File: config.mk
export PLATFORM = sky130hd
export DESIGN_NAME = fft4_sequencer
export DESIGN_NICKNAME = d
export VERILOG_FILES = /design/src/rtl/fft4_sequencer.sv
export SDC_FILE = /design/constraint.sdc
export NUM_CORES = 1
export LEC_CHECK = 0
export BUFFER_PORTS_ARGS = -buffer_cell sky130_fd_sc_hd__buf_2
export CAP_MARGIN = 30
export CORE_ASPECT_RATIO = 1.75
export CORE_MARGIN = 10
export CORE_UTILIZATION = 40
export DETAILED_ROUTE_END_ITERATION = 10
export GPL_TIMING_DRIVEN = 1
export PLACE_DENSITY_LB_ADDON = 0.2
export RECOVER_POWER = 50
export SLEW_MARGIN = 10
export SYNTH_ARGS = -nofsm -noshare
export SYNTH_HDL_FRONTEND = slang
export SYNTH_SLANG_ARGS = --single-unit
File: constraint.sdc
create_clock -name clk -period 4.7 [get_ports clk]
set_clock_uncertainty 0.2 [all_clocks]
set_input_delay 0.94 -clock clk [delete_from_list [all_inputs] [get_ports clk]]
set_output_delay 0.94 -clock clk [all_outputs]
set_load 0.1 [all_outputs]
File: src/rtl/fft4_sequencer.sv
// fft4_sequencer: drives one shared combinational radix-2 butterfly through
// a 4-point DIT FFT held in an in-place register bank.
module fft4_sequencer #(
    parameter int WIDTH = 32,
    parameter logic signed [WIDTH/2-1:0] W0_RE = 16'sd32767,
    parameter logic signed [WIDTH/2-1:0] W0_IM = 16'sd0,
    parameter logic signed [WIDTH/2-1:0] W1_RE = 16'sd0,
    parameter logic signed [WIDTH/2-1:0] W1_IM = -16'sd32767
) (
    input  logic             clk,
    input  logic             rst_n,
    input  logic             abort,
    input  logic             in_valid,
    output logic             in_ready,
    input  logic [WIDTH-1:0] in_data,
    output logic [WIDTH-1:0] bf_a,
    output logic [WIDTH-1:0] bf_b,
    output logic [WIDTH-1:0] bf_w,
    input  logic [WIDTH-1:0] bf_out0,
    input  logic [WIDTH-1:0] bf_out1,
    output logic             out_valid,
    input  logic             out_ready,
    output logic [WIDTH-1:0] out_data,
    output logic [1:0]       out_idx,
    output logic             out_last,
    output logic             busy
);

    localparam logic [WIDTH-1:0] W0 = {W0_RE, W0_IM};
    localparam logic [WIDTH-1:0] W1 = {W1_RE, W1_IM};

    typedef enum logic [2:0] {
        LOAD,
        S1_BF0,
        S1_BF1,
        S2_BF0,
        S2_BF1,
        DRAIN
    } state_t;

    state_t state;
    state_t state_nxt;

    logic [1:0]       load_cnt;
    logic [1:0]       out_cnt;
    logic [WIDTH-1:0] bank [4];

    logic       in_fire;
    logic       out_fire;
    logic       bf_en;
    logic [1:0] idx_a;
    logic [1:0] idx_b;

    assign in_ready  = (state == LOAD);
    assign busy      = (state != LOAD);
    assign out_valid = (state == DRAIN);
    assign out_last  = out_valid && (out_cnt == 2'd3);
    assign out_idx   = out_cnt;
    assign in_fire   = in_valid && in_ready;
    assign out_fire  = out_valid && out_ready;

    // Results sit bit-reversed in the bank: X0,X1,X2,X3 = bank0,2,1,3.
    always_comb begin
        out_data = '0;
        if (out_valid) begin
            out_data = bank[{out_cnt[0], out_cnt[1]}];
        end
    end

    always_comb begin
        bf_en = 1'b0;
        idx_a = 2'd0;
        idx_b = 2'd0;
        bf_w  = '0;
        bf_a  = '0;
        bf_b  = '0;
        unique case (state)
            S1_BF0: begin
                bf_en = 1'b1;
                idx_a = 2'd0;
                idx_b = 2'd2;
                bf_w  = W0;
            end
            S1_BF1: begin
                bf_en = 1'b1;
                idx_a = 2'd1;
                idx_b = 2'd3;
                bf_w  = W0;
            end
            S2_BF0: begin
                bf_en = 1'b1;
                idx_a = 2'd0;
                idx_b = 2'd1;
                bf_w  = W0;
            end
            S2_BF1: begin
                bf_en = 1'b1;
                idx_a = 2'd2;
                idx_b = 2'd3;
                bf_w  = W1;
            end
            default: ;
        endcase
        if (bf_en) begin
            bf_a = bank[idx_a];
            bf_b = bank[idx_b];
        end
    end

    always_comb begin
        state_nxt = state;
        unique case (state)
            LOAD: begin
                if (in_fire && load_cnt == 2'd3) begin
                    state_nxt = S1_BF0;
                end
            end
            S1_BF0: state_nxt = S1_BF1;
            S1_BF1: state_nxt = S2_BF0;
            S2_BF0: state_nxt = S2_BF1;
            S2_BF1: state_nxt = DRAIN;
            DRAIN: begin
                if (out_fire && out_cnt == 2'd3) begin
                    state_nxt = LOAD;
                end
            end
            default: state_nxt = LOAD;
        endcase
        if (abort) begin
            state_nxt = LOAD;
        end
    end

    always_ff @(posedge clk or negedge rst_n) begin
        if (!rst_n) begin
            state <= LOAD;
        end else begin
            state <= state_nxt;
        end
    end

    // Both counters are 2 bits wide, so the final increment wraps to 0.
    always_ff @(posedge clk or negedge rst_n) begin
        if (!rst_n) begin
            load_cnt <= 2'd0;
            out_cnt  <= 2'd0;
            for (int i = 0; i < 4; i++) begin
                bank[i] <= '0;
            end
        end else if (abort) begin
            load_cnt <= 2'd0;
            out_cnt  <= 2'd0;
        end else begin
            if (in_fire) begin
                bank[load_cnt] <= in_data;
                load_cnt       <= load_cnt + 2'd1;
            end
            if (bf_en) begin
                bank[idx_a] <= bf_out0;
                bank[idx_b] <= bf_out1;
            end
            if (out_fire) begin
                out_cnt <= out_cnt + 2'd1;
            end
        end
    end

endmodule

==> results.sh <==
export IMPL_synth_seq_area_share_pct=33.8
export IMPL_clock_sinks=135
export IMPL_crit_slowest_cell="nor4b_1"
export IMPL_vias=9550
export IMPL_reg2reg_slack_ns=0.48
export IMPL_vias_per_cell=6.47
export IMPL_yosys_area_top_type="dfrtp_1"
export IMPL_p_per_area_mw_per_mm2=416
export IMPL_synth_distinct_cells=49
export IMPL_port_buffers=219
export IMPL_wl_per_cell_um=27.3
export IMPL_cp_required_ns=4.82
export IMPL_cts_clk_slew_worst_paths_ns=0.06
export IMPL_max_freq_mhz=237
export IMPL_row_count=76
export IMPL_instances_no_fill=1476
export IMPL_cts_resized_gates=0
export IMPL_synth_xor_area_share_pct=0.175
export IMPL_antenna_found_initial=0
export IMPL_dieArea_mm2=0.0320
export IMPL_areaGrowthSynthToFinish_pct=17.1
export IMPL_criticalPathCategory="reg -> reg"
export IMPL_synth_most_common_cell="dfrtp_1"
export IMPL_synth_fa_ha_area_share_pct=0.626
export IMPL_yosys_area_share_simple_pct=15.8
export IMPL_period_needed_ns=4.22
export IMPL_cts_setup_buffers=0
export IMPL_cts_max_path_buffers=2
export IMPL_finalHoldViolCount=0
export IMPL_dp_cells=1444
export IMPL_min_period_over_period_pct=89.9
export IMPL_tightestPinTransition_ns=2.45
export IMPL_drt_total_wl_um=40400
export IMPL_critPathArrivalTime_ns=4.34
export IMPL_dr_first_iter_drc_count=995
export IMPL_dpl_hpwl_um=26500
export IMPL_nFillCells=2358
export IMPL_worstSkewPairLatency_ns=0.44
export IMPL_status="finished with violations"
export IMPL_ys_warn_count=0
export IMPL_syn_inst=1011
export IMPL_drive_gt1_share_pct=30.7
export IMPL_grt_pass1_vias=9945
export IMPL_synth_async_sr_flop_share_pct=100
export IMPL_die_x_um=140
export IMPL_gr_total_overflow=0
export IMPL_synth_area_mm2=0.0100
export IMPL_power_total_mw=4.87
export IMPL_ys_ff_latch=135
export IMPL_yosysTopAreaCellShare_pct=33.8
export IMPL_place_congestion=0.863
export IMPL_cts_hold_buf=0
export IMPL_core_area_mm2=0.0246
export IMPL_muxShareOfSynthArea_pct=21.3
export IMPL_synthTopCellsByCount="dfrtp_1, a221o_1, nand2_1, o21ai_1, a22oi_1"
export IMPL_pin_count=235
export IMPL_antenna_cells=0
export IMPL_grt_max_degree=132
export IMPL_synthFlopType="dfrtp_1"
export IMPL_crit_chain="buf_4 > nor4b_1 > nand3b_1 > o221a_1"
export IMPL_power_leakage_nw=5.07
export IMPL_drc=0
export IMPL_initial_core_util_pct=40.6
export IMPL_first_pass_iters=5
export IMPL_nets=1257
export IMPL_htreeDepth=4
export IMPL_cp_end_kind="register"
export IMPL_cpPeakStageDelay_ns=1.44
export IMPL_synth_edf_count=0
export IMPL_synth_top_family_by_area="multiplexers"
export IMPL_setup_violations=0
export IMPL_cts_tree="done"
export IMPL_ant_nets=0
export IMPL_cts_root_buffer="clkbuf_16"
export IMPL_vdd_drop_max_uv=214
export IMPL_startpoint_type="register"
export IMPL_synth_area_per_cell_um2=9.89
export IMPL_violations="capacitance limit, slew limit"
export IMPL_rsz0062_at_grt="false"
export IMPL_critPathMaxFanout=59
export IMPL_ys_top_cells_by_area="dfrtp_1, a221o_1, mux4_2"
export IMPL_synth_compound_area_share_pct=20.4
export IMPL_grt_usage_pct=24.4
export IMPL_cts_made_buffers=17
export IMPL_grt_pass1_wl_um=61300
export IMPL_die_height_um=229
export IMPL_min_path_type="reg -> reg"
export IMPL_maxCapViolCount=3
export IMPL_slew_violations=86
export IMPL_slew_headroom_pct=-63.0
export IMPL_finalSetupTns_ns=0
-- where the power goes --
group | internal, mW | leakage (nW) | switching [mW]
Combinational | 0.674 | 3.12 | 0.561
Sequential | 1.63 | 1.65 | 0.550
Clock | 0.914 | 0.294 | 0.539
-- path summary, 6_finish.rpt --
| path | endpoint | depth (start not counted) | from |
|---|---|---|---|
| worst max register to register | bank[72] | 4 | state[0] |
| max in group asynchronous | bank[112] | 3 | rst_n |
| worst min-delay path | bank[105] | 1 | bank[105] |
| worst min register to register | bank[105] | 1 | bank[105] |
| worst max-delay path | bank[72] | 4 | state[0] |
| min in group asynchronous | bank[3] | 1 | rst_n |
-- per-stage QoR --
stage          setup WS [ns]  util [%]  hold slack, ns  cell area, um2
2_1_floorplan         0.0365         -           0.277           10000
3_3_place_gp            1.08      45.1           0.311           11100
3_5_place_dp            1.05      45.2           0.317           11100
4_1_cts                0.577      47.7           0.223           11700
5_1_grt                0.374      47.5           0.352           11700
6_report               0.476      47.5           0.332           11700
-- cell families after synthesis --
| group | after synthesis |
|---|---|
| AO/OA/AOI/OAI | 269 |
| AND/OR/NAND/NOR | 288 |
| multiplexers | 161 |
| buffers and inverters | 150 |
| flip-flops | 135 |
| XOR/XNOR | 2 |
| adder cells (fa/ha/maj) | 5 |
| other | 1 |
-- state kept, by name (all words and copies together) (netlist names) --
name,count
out_idx,2
state,3
load_cnt,2
bank,128
-- cell type report --
type | count | area (um2) | share of cell area, %
multi-input cells | 740 | 5940 | 50.8
flip-flops and latches | 135 | 3390 | 28.9
repair buffers | 246 | 1330 | 11.3
clock buffers | 24 | 472 | 4.03
well taps | 312 | 390 | 3.33
clock inverters | 8 | 145 | 1.24
inverters | 11 | 41.3 | 0.353
-- worst max-delay path, delay by kind of cell (launching register included) --
| kind | cells | cell delay (ns) |
|---|---|---|
| flip-flops | 1 | 0.63 |
| AO/OA/AOI/OAI | 1 | 0.52 |
| buffers and inverters | 1 | 0.42 |
| AND/OR/NAND/NOR | 2 | 2.31 |
-- per-layer routing --
| metal | GRT usage, % | wire length [um] |
|---|---|---|
| met1 | 27.6 | 15300 |
| met2 | 41.6 | 20200 |
| met3 | 5.30 | 2900 |
| met4 | 13.3 | 2000 |
| met5 | 0 | 0 |
-- cell usage in the layout (no fill, tap or decap), types with 3 or more instances in the layout --
cell       instances
dfrtp_2            3
clkbuf_16         17
o221a_1            9
nor2b_4            4
o22ai_1            5
nand2_1           80
dfrtp_1          130
mux2i_1           33
mux2_2            37
a22oi_1           64
and3_1            53
buf_2            218
mux4_2            32
nor3_1             4
conb_1            15
a221oi_1           4
ha_1               4
clkbuf_1           9
nor2b_1           20
nor3b_2            3
bufinv_16          4
buf_4             20
nand3b_1          55
nor2_1            41
inv_1             11
o21ai_1           65
mux2_1            59
nand3_1           13
a21oi_1           29
a221o_1           81
Power figures use the tool's default switching activity.
